<file path="config.mk">
export PLATFORM = sky130hd
export DESIGN_NAME = lcd_status_writer
export DESIGN_NICKNAME = d
export VERILOG_FILES = /design/src/rtl/lcd_status_writer.sv
export SDC_FILE = /design/constraint.sdc
export NUM_CORES = 1
export LEC_CHECK = 0
export CORE_AREA = 2 2 147 149
export DETAILED_ROUTE_END_ITERATION = 7
export DIE_AREA = 0 0 149 151
export GPL_TIMING_DRIVEN = 0
export HOLD_SLACK_MARGIN = 0.05
export PLACE_DENSITY = 0.46
export SYNTH_ARGS = -nofsm -noshare
export SYNTH_HDL_FRONTEND = slang
export SYNTH_SLANG_ARGS = --single-unit
</file>
<file path="constraint.sdc">
create_clock -name clock -period 7.09 [get_ports clock]
set_clock_uncertainty 0.05 [all_clocks]
set_input_delay 1.418 -clock clock [delete_from_list [all_inputs] [get_ports clock]]
set_output_delay 1.418 -clock clock [all_outputs]
set_load 0.02 [all_outputs]
</file>
<file path="src/rtl/lcd_status_writer.sv">
// lcd_status_writer
//
// Builds a 32-character, two-line status page
// ("PLAYER <n1><n2>", "SCORE <hundreds><tens><units>") and streams it to a
// slow character-LCD controller. A page is rewritten after reset and
// whenever the name or score input differs from what is on the display.
//
// Ports:
//   clock       system clock
//   resetn      asynchronous active-low reset
//   name[15:0]  two ASCII characters, [15:8] first; 8'h00 shows as a blank
//   score[7:0]  unsigned score 0..255, shown in decimal
//   ascii_data  character to the controller; holds its value between writes
//   lcd_we      one-cycle write strobe
//   lcd_reset   one-cycle clear/home strobe
//   busy        high for the whole duration of a page refresh
//   fsm_state   current FSM state, for observation only
//
// Strobe protocol: there is no backpressure. lcd_reset and lcd_we are
// single-cycle pulses, and ascii_data is valid in the same cycle as lcd_we.
// After every pulse the block idles for GAP cycles, so the controller must
// accept one command per GAP+1 cycles.

module lcd_status_writer #(
  parameter int GAP = 50000
) (
  input  logic        clock,
  input  logic        resetn,
  input  logic [15:0] name,
  input  logic [7:0]  score,
  output logic [7:0]  ascii_data,
  output logic        lcd_we,
  output logic        lcd_reset,
  output logic        busy,
  output logic [2:0]  fsm_state
);

  localparam logic [19:0] GAP_LOAD = 20'(GAP);

  typedef enum logic [2:0] {
    IDLE    = 3'd0,
    CONVERT = 3'd1,
    CLEAR   = 3'd2,
    WAIT    = 3'd3,
    SEND    = 3'd4
  } state_t;

  state_t      state;
  logic        pending;
  logic [15:0] snap_name;
  logic [7:0]  snap_score;
  logic [19:0] dd;        // double-dabble register: {hund, tens, units, binary}
  logic [2:0]  cnv_cnt;
  logic [19:0] gap_cnt;
  logic [5:0]  idx;       // page position 0..32; 32 means the page is done

  assign fsm_state = state;

  // One double-dabble step: add 3 to any BCD digit >= 5, then shift left.
  logic [19:0] dd_adj;
  logic [19:0] dd_next;

  always_comb begin
    dd_adj = dd;
    if (dd[11:8]  >= 4'd5) dd_adj[11:8]  = dd[11:8]  + 4'd3;
    if (dd[15:12] >= 4'd5) dd_adj[15:12] = dd[15:12] + 4'd3;
    if (dd[19:16] >= 4'd5) dd_adj[19:16] = dd[19:16] + 4'd3;
    dd_next = {dd_adj[18:0], 1'b0};
  end

  // After eight steps the three BCD digits sit in dd[19:8].
  logic [3:0] hund;
  logic [3:0] tens;
  logic [3:0] units;
  logic [7:0] hund_c;
  logic [7:0] tens_c;
  logic [7:0] units_c;
  logic [7:0] name_hi;
  logic [7:0] name_lo;

  assign hund  = dd[19:16];
  assign tens  = dd[15:12];
  assign units = dd[11:8];

  // Leading-zero blanking: hundreds when zero, tens only when both are zero.
  assign hund_c  = (hund == 4'd0) ? 8'h20 : {4'h3, hund};
  assign tens_c  = (hund == 4'd0 && tens == 4'd0) ? 8'h20 : {4'h3, tens};
  assign units_c = {4'h3, units};

  assign name_hi = (snap_name[15:8] == 8'h00) ? 8'h20 : snap_name[15:8];
  assign name_lo = (snap_name[7:0]  == 8'h00) ? 8'h20 : snap_name[7:0];

  logic [7:0] page_char;

  always_comb begin
    page_char = 8'h20;
    case (idx)
      6'd0:    page_char = "P";
      6'd1:    page_char = "L";
      6'd2:    page_char = "A";
      6'd3:    page_char = "Y";
      6'd4:    page_char = "E";
      6'd5:    page_char = "R";
      6'd7:    page_char = name_hi;
      6'd8:    page_char = name_lo;
      6'd16:   page_char = "S";
      6'd17:   page_char = "C";
      6'd18:   page_char = "O";
      6'd19:   page_char = "R";
      6'd20:   page_char = "E";
      6'd22:   page_char = hund_c;
      6'd23:   page_char = tens_c;
      6'd24:   page_char = units_c;
      default: page_char = 8'h20;
    endcase
  end

  always_ff @(posedge clock or negedge resetn) begin
    if (!resetn) begin
      state      <= IDLE;
      pending    <= 1'b1;
      snap_name  <= 16'h0000;
      snap_score <= 8'h00;
      dd         <= 20'h00000;
      cnv_cnt    <= 3'd0;
      gap_cnt    <= 20'h00000;
      idx        <= 6'd0;
      ascii_data <= 8'h20;
      lcd_we     <= 1'b0;
      lcd_reset  <= 1'b0;
      busy       <= 1'b0;
    end else begin
      case (state)
        IDLE: begin
          // Inputs are compared against the last snapshot only here, so any
          // change made during a refresh is picked up once it finishes.
          if (pending || ({name, score} != {snap_name, snap_score})) begin
            snap_name  <= name;
            snap_score <= score;
            dd         <= {12'h000, score};
            cnv_cnt    <= 3'd0;
            pending    <= 1'b0;
            busy       <= 1'b1;
            state      <= CONVERT;
          end
        end

        CONVERT: begin
          dd      <= dd_next;
          cnv_cnt <= cnv_cnt + 3'd1;
          if (cnv_cnt == 3'd7) begin
            lcd_reset <= 1'b1;
            state     <= CLEAR;
          end
        end

        CLEAR: begin
          lcd_reset <= 1'b0;
          gap_cnt   <= GAP_LOAD;
          idx       <= 6'd0;
          state     <= WAIT;
        end

        WAIT: begin
          // The counter is loaded with GAP on entry, so leaving at 1 gives
          // exactly GAP cycles in this state.
          if (gap_cnt == 20'd1) begin
            if (idx == 6'd32) begin
              busy  <= 1'b0;
              state <= IDLE;
            end else begin
              lcd_we     <= 1'b1;
              ascii_data <= page_char;
              state      <= SEND;
            end
          end else begin
            gap_cnt <= gap_cnt - 20'd1;
          end
        end

        SEND: begin
          lcd_we  <= 1'b0;
          idx     <= idx + 6'd1;
          gap_cnt <= GAP_LOAD;
          state   <= WAIT;
        end

        default: begin
          lcd_we    <= 1'b0;
          lcd_reset <= 1'b0;
          busy      <= 1'b0;
          state     <= IDLE;
        end
      endcase
    end
  end

endmodule

</file>
==> results of run 1 <==
## synthesized netlist by cell type, drive strengths merged, types with 2 or more instances
cell,n,share of area
dfrtp,86,0.43
nand2,44,0.033
nor2,38,0.029
xor2,36,0.064
o21ai,34,0.035
mux2,24,0.055
clkbuf,18,0.014
nor4,17,0.024
inv,16,0.012
ha,15,0.038
a21oi,14,0.014
nand3,11,0.012
and3,10,0.013
a221o,9,0.018
and2,9,0.011
nor3,8,0.0081
o211ai,8,0.012
xnor2,8,0.014
or4,7,0.012
nor2b,6,0.0076
o22ai,6,0.0076
nand2b,5,0.0063
a211oi,4,0.0061
a22oi,4,0.0061
buf,4,0.0038
o31ai,4,0.0061
or3,4,0.0053
a21o,3,0.0045
a221oi,3,0.0053
and4,3,0.0053
nand3b,3,0.0045
nand4,3,0.0038
nand4b,3,0.0053
a211o,2,0.0035
a21boi,2,0.0030
a22o,2,0.0035
and3b,2,0.0035
dfstp,2,0.011
mux2i,2,0.0040
nor3b,2,0.0030
o21ba,2,0.0040
o31a,2,0.0035
o32ai,2,0.0035
## power by group through the flow
stage | Sequential [mW] | Clock (mW) | Combinational (mW)
3_5_place_dp | 0.607 | 0 | 0.183
3_3_place_gp | 0.604 | 0 | 0.172
6_report | 0.598 | 0.473 | 0.183
2_1_floorplan | 0.590 | 0 | 0.125
5_1_grt | 0.605 | 0.510 | 0.208
4_1_cts | 0.597 | 0.492 | 0.184
## path summary, 6_finish.rpt
path | end | slack [ps]
min | ascii_data[6] | 440
max reg2reg | snap_name[13] | 4430
max | dd[2] | 3390
min reg2reg | ascii_data[6] | 440
max in group asynchronous | pending | 5300
min in group asynchronous | idx[1] | 990
## registers in the layout, indices dropped and copies added, names as in the netlist
register	cells
dd	20
gap_cnt	20
snap_name	16
ascii_data	8
snap_score	8
idx	6
cnv_cnt	3
fsm_state	3
busy	1
lcd_reset	1
lcd_we	1
pending	1
## per-stage QoR
stage | worst slack [ps] | hold WS, ps | instance area, um2 | total power [mW]
floorplan | 4033 | 399.9 | 4955 | 0.7144
global placement | 1069 | 432.5 | 5689 | 0.7762
detailed placement | 3071 | 429.3 | 5714 | 0.7894
CTS | 3410 | 444.4 | 6001 | 1.273
global route | 3193 | 466.8 | 6001 | 1.323
finish | 3392 | 437.7 | 6001 | 1.255
## worst reg2reg max path, cell delays in order, from the launching register on
cell and delay (ps):
dfrtp_1 430, clkbuf_1 270, nor3_1 430, a21boi_1 630
buf_2 370, mux2_2 370
## kinds of logic after synthesis
family          after synthesis
flops                        88
mux                          26
xor+xnor                     44
fa+ha+maj                    15
buf+inv                      38
compound gates              110
simple gates                180
## layout make-up
class | instances | area, um2 | share of cell area
Inverter | 16 | 60.06 | 0.01001
Clock buffer | 9 | 225.2 | 0.03753
Sequential cell | 88 | 2205 | 0.3674
Buffer | 22 | 86.33 | 0.01439
Tap cell | 275 | 344.1 | 0.05734
Multi-Input combinational cell | 375 | 2604 | 0.4339
Timing Repair Buffer | 40 | 415.4 | 0.06922
Clock inverter | 7 | 61.31 | 0.01022
## routing by layer
layer  global-route usage  wire length [um]
met3              0.02651               456
met2               0.2101              6485
met5                    0                 0
met4              0.04857               284
met1               0.1680              6464
==> reports/summary.txt, run 1 <==
commonest non-fill, non-tap cell in the layout - dfrtp_1
CP delay by family, top - buffers and inverters
wire per inst - 16.45 um
die height - 151 um
Clock Latency Late Sink - 360 ps
Final Hold Viols - 0
Post-synth EDFFs - 0
Seq/Total Area, Yosys - 0.4449
Worst Path Buf+Inv - 2
Combinational Power Share - 0.146
total CTS buffers - 9
Critical Path RT - 7330 ps
CORE AREA - 0.02082 mm2
antenna violations before repair - 0
die area - 0.02250 mm2
clock buffer depth - 2
RR Startpoint - fsm_state[2]
Yosys reg bits - 88
# DRC - 0
Levels on crit path - 7
syn avg cell area - 9.890 um2
worst hold path class - reg2reg
fin util - 0.2882
slowest cell on the critical path - o311ai_0
Vias - 4014
synth warn - 0
root buffer cell - clkbuf_16
Leak - 2.428 nW
Critical Path Start - name[7]
Pwr Density - 209.1 mW/mm2
dpl cells - 816
type of origin of the critical path - input pin
GPL Wtd Cong - 0.8400
Mapped Cells - 501
Initial Util - 0.2380
leading cell types in the layout, fill and taps excluded - dfrtp_1, nand2_1, nor2_1, clkdlybuf4s50_1, xor2_1
Crit path largest cell delay - 530 ps
Critical Path Sink Type - flip-flop
Clock Pin Slew Worst Setup and Hold Paths - 70 ps
Sw Share - 0.3047
PostCTS Resize Cnt - 0
largest net degree at the start of global routing - 55
DRT iter0 DRCs - 264
multiplexer area fraction after synthesis - 0.05859
hold_buf cts - 0
port bufs - 39
antenna-violating nets left - 0
largest family of logic cells by synthesized area - simple AND/OR/NAND/NOR gates
final setup fails - 0
syn_nets - 542
RSZ-0062 raised after global routing - no
Total Routing Usage GR - 0.1286
minimum clock period - 3698 ps
Final Max Tran Viols - 0
Simple-Gate Fraction of Synth Area - 0.1997
Mapped Area - 0.004955 mm2
crit path DAT - 3940 ps
min-delay src - ascii_data[6]
Max Freq - 270.4 MHz
ys async rst share - 1.000
hold depth - 2
final std cells w/o fill - 832
first-pass GRT wire length - 22.34 mm
drt total wl - 13.69 mm
fin nets - 593
layout cells sized above 1 - 0.1041
worst slew pin tran - 849.9 ps
post-synthesis adder-cell area fraction - 0.03788
fillers - 2221
P&R area growth vs syn - 21.11%
total net switching power - 0.3823 mW
Row Count - 53
Compound-Gate Fraction of Synth Area - 0.1515
Clk pwr share - 0.377
critical path type - in2reg
number of distinct library cells after synthesis - 65
cells along the critical path - clkdlybuf4s50_1, xor2_1, nor4_1, nand4_1, o311ai_0, clkbuf_1, a221o_1
Reg power frac - 0.477
R2R depth - 5
diodes inserted - 0
vias in the first global route - 4121
gr ovfl total - 0
hpwl dp - 10.10 mm
worst relative slew slack - 0.4291
via/cell ratio - 4.825
CTS tree - done
fraction of synthesized cell area in xor and xnor cells - 0.07778
Max IR drop VDD - 0.09213 mV
CTS Sinks - 88
Chip Width - 149 um
fin crit share - 0.5216
CP max FO - 10
H-tree depth - 3
max cap viols - 0
DRT Pass-1 Iters - 6
top_reg_cell synth - dfrtp_1
IO Pins - 40
setup repair bufs after CTS - 0
Setup TNS Final - 0 ps
status - finished clean
cell-internal power - 0.8724 mW
(Power assumes the default switching activity.)
==> run 2, diff against run 1 <==
--- a/config.mk
+++ b/config.mk
@@ -10,7 +10,7 @@
 export DIE_AREA = 0 0 149 151
 export GPL_TIMING_DRIVEN = 0
 export HOLD_SLACK_MARGIN = 0.05
-export PLACE_DENSITY = 0.46
+export PLACE_DENSITY = 0.48
 export SYNTH_ARGS = -nofsm -noshare
 export SYNTH_HDL_FRONTEND = slang
 export SYNTH_SLANG_ARGS = --single-unit
==> constraint.sdc (replaced) <==
create_clock -name clock -period 3.4 [get_ports clock]
set_clock_uncertainty 0.05 [all_clocks]
set_input_delay 0.68 -clock clock [delete_from_list [all_inputs] [get_ports clock]]
set_output_delay 0.68 -clock clock [all_outputs]
set_load 0.02 [all_outputs]
==> reports/summary.txt, run 2 (synthesized netlist as in run 1, its figures left out) <==
status - finished clean
cells along the critical path - clkdlybuf4s50_1, xor2_1, nor4_1, nand4_1, o311ai_0, clkbuf_1, mux2_2
# DRC - 0 (unchanged)
Pwr Density - 439.2 mW/mm2 (+110%)
Final Hold Viols - 0 (unchanged)
GPL Wtd Cong - 0.8597 (+2.3%)
Clock Pin Slew Worst Setup and Hold Paths - 80 ps (about the same)
CTS tree - done
setup repair bufs after CTS - 0 (unchanged)
minimum clock period - 2923 ps
DRT Pass-1 Iters - 4 (-2)
port bufs - 39 (unchanged)
H-tree depth - 3 (unchanged)
CORE AREA - 0.02082 mm2 (unchanged)
Met2 Wirelength - 6.418 mm (-1.0%)
Leak - 2.431 nW (+0.12%)
Critical Path RT - 3660 ps (-3670 ps)
total CTS buffers - 9 (unchanged)
diodes inserted - 0 (unchanged)
Final Max Tran Viols - 0 (unchanged)
Critical Path Sink Type - flip-flop
Worst Path Buf+Inv - 2 (unchanged)
worst relative slew slack - 0.3979 (-0.03116)
hpwl dp - 10.17 mm (+0.77%)
Clk pwr share - 0.386 (+0.009)
CP max FO - 10 (unchanged)
PostCTS Resize Cnt - 0 (unchanged)
P&R area growth vs syn - 21.34%
via/cell ratio - 4.826 (about the same)
final std cells w/o fill - 832 (unchanged)
Regs by FF count - dd: 20 flops, gap_cnt: 20 flops, snap_name: 16 flops
met3 wire len - 573 um (+26%)
hold_buf cts - 0 (unchanged)
total power - 2.641 mW (+110%)
cell-internal power - 1.826 mW (+110%)
CP delay by family, top - buffers and inverters
R2R depth - 7 (+2)
gr ovfl total - 0 (unchanged)
Max IR drop VDD - 0.1989 mV (+120%)
type of origin of the critical path - input pin
IO Pins - 40 (unchanged)
first-pass GRT wire length - 21.94 mm (-1.8%)
RR Startpoint - idx[0]
Hold WS - 158.5 ps (-279.2 ps)
CTS Sinks - 88 (unchanged)
drt total wl - 13.66 mm (-0.23%)
die area - 0.02250 mm2 (unchanged)
antenna violations before repair - 0 (unchanged)
Sw Share - 0.3084 (+0.003691)
fin nets - 593 (unchanged)
antenna-violating nets left - 0 (unchanged)
Reg power frac - 0.473 (-0.004)
worst hold path class - in2async
layout cells sized above 1 - 0.1041 (unchanged)
Row Count - 53 (unchanged)
reg2reg end - ascii_data[6]
Reg2Reg Setup Slack - 760 ps (-3670 ps)
root buffer cell - clkbuf_16
Combinational Power Share - 0.141 (-0.005)
die height - 151 um (unchanged)
Initial Util - 0.2380 (unchanged)
max cap viols - 0 (unchanged)
Max Freq - 342.1 MHz
fillers - 2196 (-1.1%)
DR top layer - met4
vias in the first global route - 3942 (-4.3%)
clock buffer depth - 2 (unchanged)
crit path DAT - 3180 ps (-760 ps)
RSZ-0062 raised after global routing - no
Critical Path Start - name[7]
Vias - 4015 (+0.025%)
leading cell types in the layout, fill and taps excluded - dfrtp_1, nand2_1, nor2_1, clkdlybuf4s50_1, xor2_1
commonest non-fill, non-tap cell in the layout - dfrtp_1
total net switching power - 0.8143 mW (+110%)
slowest cell on the critical path - o311ai_0
worst slew pin tran - 896.2 ps (+46.38 ps)
WL met1 - 6.389 mm (-1.2%)
dpl cells - 816 (unchanged)
Crit path largest cell delay - 550 ps (+20 ps)
fin util - 0.2887 (+0.0005400)
Total Routing Usage GR - 0.1269 (-0.001722)
wire per inst - 16.42 um (-0.23%)
DRT iter0 DRCs - 329 (+25%)
largest net degree at the start of global routing - 70 (+27%)
critical path type - in2reg
Clock Latency Late Sink - 360 ps (about the same)
fin crit share - 0.8598
Chip Width - 149 um (unchanged)
final setup fails - 0 (unchanged)
run 2: layer usage:
layer,up-vias,track usage
met5,-,0
met4,0,0.04095
met3,16,0.03163
met2,70,0.2018
met1,2007,0.1696
li1,1922,-
run 2: stage by stage:
stage	worst slack (ps)	TNS, ps	instance area (um2)
3_3_place_gp	-1798	-155010	5689
4_1_cts	428.9	0	6012
3_5_place_dp	52.70	0	5714
2_1_floorplan	1081	0	4955
5_1_grt	341.4	0	6012
6_report	476.6	0	6012
run 2: cell type report:
cell class | instances | area [um2] | share of cell area
multi-input combinational | 375 | 2604 | 0.4331
sequential | 88 | 2205 | 0.3667
timing repair buffer | 40 | 415.4 | 0.06909
tap | 275 | 344.1 | 0.05723
clock buffer | 9 | 225.2 | 0.03746
buffer | 22 | 86.33 | 0.01436
clock inverter | 7 | 72.57 | 0.01207
inverter | 16 | 60.06 | 0.009990
run 2: worst reg2reg max path: cells and delay by family, from the launching register on:
| family | cells | cell delay, ps |
|---|---|---|
| adder cells (fa/ha/maj) | 1 | 330 |
| AO/OA/AOI/OAI | 2 | 510 |
| flip-flops | 1 | 430 |
| AND/OR/NAND/NOR | 3 | 990 |
| buffers and inverters | 1 | 190 |
run 2: power groups by stage:
stage          registers, mW  logic [mW]  clock network [mW]
6_report                1.25       0.373                1.02
5_1_grt                 1.26       0.428                1.08
4_1_cts                 1.25       0.379                1.05
3_5_place_dp            1.27       0.378                   0
3_3_place_gp            1.26       0.356                   0
2_1_floorplan           1.23       0.260                   0
run 2: worst max-delay path by stage:
stage | endpoint | slack (ps) | depth (start not counted)
floorplan | snap_name[10] | 1080 | 6
global placement | dd[5] | -1800 | 1
detailed placement | cnv_cnt[0] | 50 | 7
CTS | cnv_cnt[0] | 430 | 7
global route | dd[5] | 340 | 7
finish | cnv_cnt[0] | 480 | 7
==> RTL change 1 (settings of run 2) <==
Make the reset (`resetn`) synchronous in one clocked block. Comments in the files are not updated.
--- a/src/rtl/lcd_status_writer.sv
+++ b/src/rtl/lcd_status_writer.sv
@@ -117,3 +117,3 @@
 
-  always_ff @(posedge clock or negedge resetn) begin
+  always_ff @(posedge clock) begin
     if (!resetn) begin
Behaviour: differs if resetn is asserted again (counterexample within 4 cycles, from zero or initial values and one cycle with resetn low); with resetn held inactive, the same outputs for 10 cycles.
==> RTL change 1 against run 2 <==
- wire length fell by 5.4%
- area after synthesis fell by 8.3%
- maximum frequency fell by 5.3%
- final area fell by 7.0%
- setup slack got worse by 0.16 ns
- critical path depth rose by 1
- sequential cell count did not move
- highest routed layer unchanged
Power is not compared: it rests on default switching activity, and its combinational part moved more than twofold at a synthesized area within 25%.
==> RTL change 1: results (changes against run 2) <==
{| class="wikitable"
! Metric !! Value
|-
| Outcome || finished clean
|-
| Post-synthesis xor/xnor area fraction || 0.0887 (+0.0109)
|-
| Sequential area share after synthesis || 0.388 (-0.0572)
|-
| Top cells by area in the synthesized netlist || sky130_fd_sc_hd__dfxtp_1 (39%), sky130_fd_sc_hd__xor2_1 (6.4%), sky130_fd_sc_hd__o21ai_0 (5.2%)
|-
| Count of cell types in the netlist || 55 (-15%)
|-
| First-pass GRT wire length || 20.8 mm (-5.2%)
|-
| Met1 WL || 6.35 mm (-0.55%)
|-
| Tightest Pin Transition || 0.775 ns (-0.121 ns)
|-
| Post-synthesis mux area share || 0.00689 (-0.0517)
|-
| Async set-reset flop share out of synthesis || 0 (-1.00)
|-
| Share of final-layout standard cells stronger than drive strength 1 || 0.0562 (-0.0479)
|-
| Kind of path behind the tightest hold check || reg -> reg
|-
| Sum of met3 wire segment lengths after detailed routing || 351 um (-39%)
|-
| Number of enable flip-flop cells after synthesis || 0 (unchanged)
|-
| Met2 usage || 0.188 (-0.0136)
|-
| Placed wire-length estimate || 9.74 mm (-4.2%)
|-
| Ys flop type || sky130_fd_sc_hd__dfxtp_1
|-
| Critical Path Max Stage Delay || 0.46 ns (-0.09 ns)
|-
| Average detailed-routed wire length per instance || 14.7 um (-11%)
|-
| M3 GR Usage || 0.0199 (-0.0117)
|-
| GR Util All Layers || 0.118 (-0.00863)
|-
| Post-synth top cells || sky130_fd_sc_hd__dfxtp_1 (88), sky130_fd_sc_hd__nand2_1 (61), sky130_fd_sc_hd__o21ai_0 (47)
|-
| First DRT Iteration DRCs || 253 (-23%)
|-
| Largest net degree at the start of global routing || 15 (-79%)
|-
| Filler cell count || 2293 (+4.4%)
|-
| Routability cong. || 0.733 (-15%)
|-
| Compound-cell area share of the yosys netlist || 0.189 (+0.0371)
|-
| Worst EP arrival || 3.27 ns (+0.09 ns)
|-
| Routed met2 length || 6.04 mm (-5.9%)
|-
| Critical-path cell with the highest stage delay || sky130_fd_sc_hd__clkdlybuf4s50_1
|-
| Via count || 4091 (+1.9%)
|-
| Latest clock arrival within the worst-skew pair || 0.34 ns (-0.02 ns)
|}
==> RTL change 1: changes by cell type after synthesis, moves of 7 or more <==
| cell | change |
|---|---|
| sky130_fd_sc_hd__o21ai_0 | +15 |
| sky130_fd_sc_hd__nand3_1 | +18 |
| sky130_fd_sc_hd__and2_1 | -7 |
| sky130_fd_sc_hd__clkbuf_1 | +7 |
| sky130_fd_sc_hd__nand2_1 | +17 |
| sky130_fd_sc_hd__mux2_2 | -23 |
| sky130_fd_sc_hd__a21oi_1 | +10 |
| sky130_fd_sc_hd__o211ai_1 | -8 |
| sky130_fd_sc_hd__dfxtp_1 | +88 |
| sky130_fd_sc_hd__dfrtp_1 | -86 |
==> RTL change 1: worst paths after layout <==
kind / start / to / slack (ns) / cells after the start
worst min register to register: ascii_data[4]$_SDFFE_PN0P_ / ascii_data[4]$_SDFFE_PN0P_ / 0.40 / 2
worst max-delay path: name[1] / dd[4]$_SDFFE_PN0P_ / 0.31 / 8
worst min-delay path: ascii_data[4]$_SDFFE_PN0P_ / ascii_data[4]$_SDFFE_PN0P_ / 0.40 / 2
worst max register to register: gap_cnt[10]$_SDFFE_PN0P_ / ascii_data[5]$_SDFFE_PN1P_ / 0.58 / 7
==> RTL change 1: layout make-up <==
type	instances	area share
Clock inverter	4	0.00940
Inverter	19	0.0128
Buffer	29	0.0199
Sequential cell	88	0.315
Multi-Input combinational cell	414	0.466
Timing Repair Buffer	39	0.0698
Clock buffer	12	0.0459
Tap cell	275	0.0615
==> RTL change 1: per-stage QoR <==
stage          std cells  worst slack, ns  cell area (um2)
2_1_floorplan        550            0.812             4540
3_3_place_gp         864           -0.320             5280
3_5_place_dp         864           -0.316             5280
4_1_cts              880           0.0469             5590
5_1_grt              880           0.0405             5590
6_report             880            0.312             5590
==> RTL change 2 (config.mk and constraints of run 2) <==
Without the edit above. Set the parameter `GAP` to 32768 (it was 50000).
--- a/src/rtl/lcd_status_writer.sv
+++ b/src/rtl/lcd_status_writer.sv
@@ -24,3 +24,3 @@
 module lcd_status_writer #(
-  parameter int GAP = 50000
+  parameter int GAP = 32768
 ) (
Behaviour: no difference found for any inputs over 10 cycles, from zero or initial values and one cycle with resetn low; that may be too few to reach the edited logic, so the function may still have changed.
==> RTL change 2 against run 2 <==
- final area rose by 0.69%
- wire length fell by 4.1%
- synthesized cell count did not move
- sequential cell count did not move
- sequential share of layout area fell by 0.25 points
- core utilization rose by 0.20 points
- final cell count did not move
- global-route usage fell by 0.29 points
- setup slack got worse by 0.30 ns
- area after synthesis rose by 0.33%
- worst hold slack improved by 0.027 ns
- critical endpoint is now dd[4]$_DFFE_PN0P_
- highest routed layer unchanged
Power is not compared: it rests on default switching activity, and its combinational part moved more than twofold at a synthesized area within 25%.
==> RTL change 2: results (changes against run 2) <==
{| class="wikitable"
! Metric !! Value
|-
| Outcome || finished clean
|-
| Peak supply drop || 0.209 mV
|-
| Hold_ws || 0.186 ns (+0.0273 ns)
|-
| Crit path capture || dd[4]$_DFFE_PN0P_
|-
| Cell count of the worst reg-to-reg path || 6 (-1)
|-
| Post-route worst setup slack || 0.181 ns (-0.295 ns)
|-
| Worst EP arrival || 3.40 ns (+0.22 ns)
|-
| M3 GR Usage || 0.0226 (-0.00904)
|-
| Avg Synthesized Cell Area || 9.92 um2 (+0.33%)
|-
| Number of antenna cells inserted || 0 (unchanged)
|-
| First DRT Iteration DRCs || 304 (-7.6%)
|-
| Count of cell types in the netlist || 64 (-1.5%)
|-
| Detailed-route wire length || 13.1 mm (-4.1%)
|-
| Largest net degree at the start of global routing || 66 (-5.7%)
|-
| Top cells by area in the synthesized netlist || sky130_fd_sc_hd__dfrtp_1 (43%), sky130_fd_sc_hd__mux2_2 (5.7%), sky130_fd_sc_hd__xor2_1 (4.9%)
|-
| Root buffer selected by CTS || sky130_fd_sc_hd__clkbuf_16
|-
| Average via count per standard cell || 4.80 (-0.62%)
|-
| FF-to-FF Start || fsm_state[2]$_DFFE_PN0P_
|-
| Routability cong. || 0.853 (-0.84%)
|-
| Met2 usage || 0.205 (+0.00300)
|-
| Critical Path Max Stage Delay || 0.45 ns (-0.10 ns)
|-
| Vias in the first global route || 4093 (+3.8%)
|-
| Clock-pin slew of the registers on the worst-case setup and hold paths || 0.07 ns
|-
| Worst-case setup slack after placement || -0.282 ns (-0.335 ns)
|-
| First-pass GRT wire length || 22.0 mm (+0.25%)
|-
| Met1 Usage GRT || 0.158 (-0.0112)
|-
| Worst R2R Setup Slack || 0.40 ns (-0.36 ns)
|-
| Sequential area share after synthesis || 0.443 (-0.00146)
|-
| Top Family by Delay on Critical Path || buffers and inverters
|-
| Worst slew margin || 0.415 (+0.0168)
|-
| Critical-path cell with the highest stage delay || sky130_fd_sc_hd__clkdlybuf4s50_1
|-
| Average detailed-routed wire length per instance || 15.7 um (-4.1%)
|-
| Total iterations of the first detailed-routing run || 7 (+3)
|-
| Share of final-layout standard cells stronger than drive strength 1 || 0.0987 (-0.00539)
|-
| Antenna violations before repair || 0 (unchanged)
|-
| Power per cell area || 366 nW/um2
|-
| RR Endpoint || snap_name[11]$_DFFE_PN0P_
|-
| Post-synth top cells || sky130_fd_sc_hd__dfrtp_1 (86), sky130_fd_sc_hd__nand2_1 (46), sky130_fd_sc_hd__xor2_1 (28)
|-
| Placed wire-length estimate || 9.79 mm (-3.8%)
|-
| GR Util All Layers || 0.124 (-0.00290)
|-
| Kind of path behind the tightest hold check || in -> async
|}
## RTL change 2: cell type report
class / count / area (um2)
Sequential cell: 88 / 2200
Buffer: 26 / 106
Multi-Input combinational cell: 365 / 2570
Clock buffer: 10 / 229
Clock inverter: 6 / 90.1
Fill cell: 2214 / 14800
Tap cell: 275 / 344
Timing Repair Buffer: 40 / 415
Inverter: 22 / 95.1
## RTL change 2: kinds of logic (layout without fill, tap and decap cells)
family | Yosys count | count (layout) | share of synthesized area
DFF | 88 | 88 | 0.443
adders and majority gates | 15 | 15 | 0.0378
xor gates and xnor gates | 36 | 36 | 0.0634
and+or+nand+nor | 168 | 168 | 0.183
AOI/OAI and AO/OA | 117 | 117 | 0.167
muxes | 29 | 29 | 0.0647
buffers and inverters | 48 | 104 | 0.0405
## RTL change 2: worst register-to-register path: stages, from the launching register on
cell and delay [ns]:
sky130_fd_sc_hd__dfrtp_1 0.45, sky130_fd_sc_hd__clkbuf_1 0.25, sky130_fd_sc_hd__nor3_1 0.67, sky130_fd_sc_hd__o21a_1 0.21
sky130_fd_sc_hd__clkbuf_1 0.36, sky130_fd_sc_hd__clkbuf_1 0.49, sky130_fd_sc_hd__mux2_2 0.40
## RTL change 2: per-stage QoR
step	cell area, um2	util
floorplan	4970	-
global placement	5710	0.274
detailed placement	5730	0.275
CTS	6050	0.291
global route	6050	0.291
finish	6050	0.291
## RTL change 2: per-layer routing
| metal | up-vias | wire, um | part of all wire |
|---|---|---|---|
| met5 | - | 0 | 0 |
| met4 | 0 | 284 | 0.022 |
| met3 | 16 | 466 | 0.036 |
| met2 | 64 | 6420 | 0.49 |
| met1 | 1969 | 5930 | 0.45 |
| li1 | 1941 | - | - |
## RTL change 2: what timing repair did
action | CTS | global route
hold endpoints to repair | 0 | 0
resized for setup | 0 | 1
endpoints found under the setup margin | 0 | 2
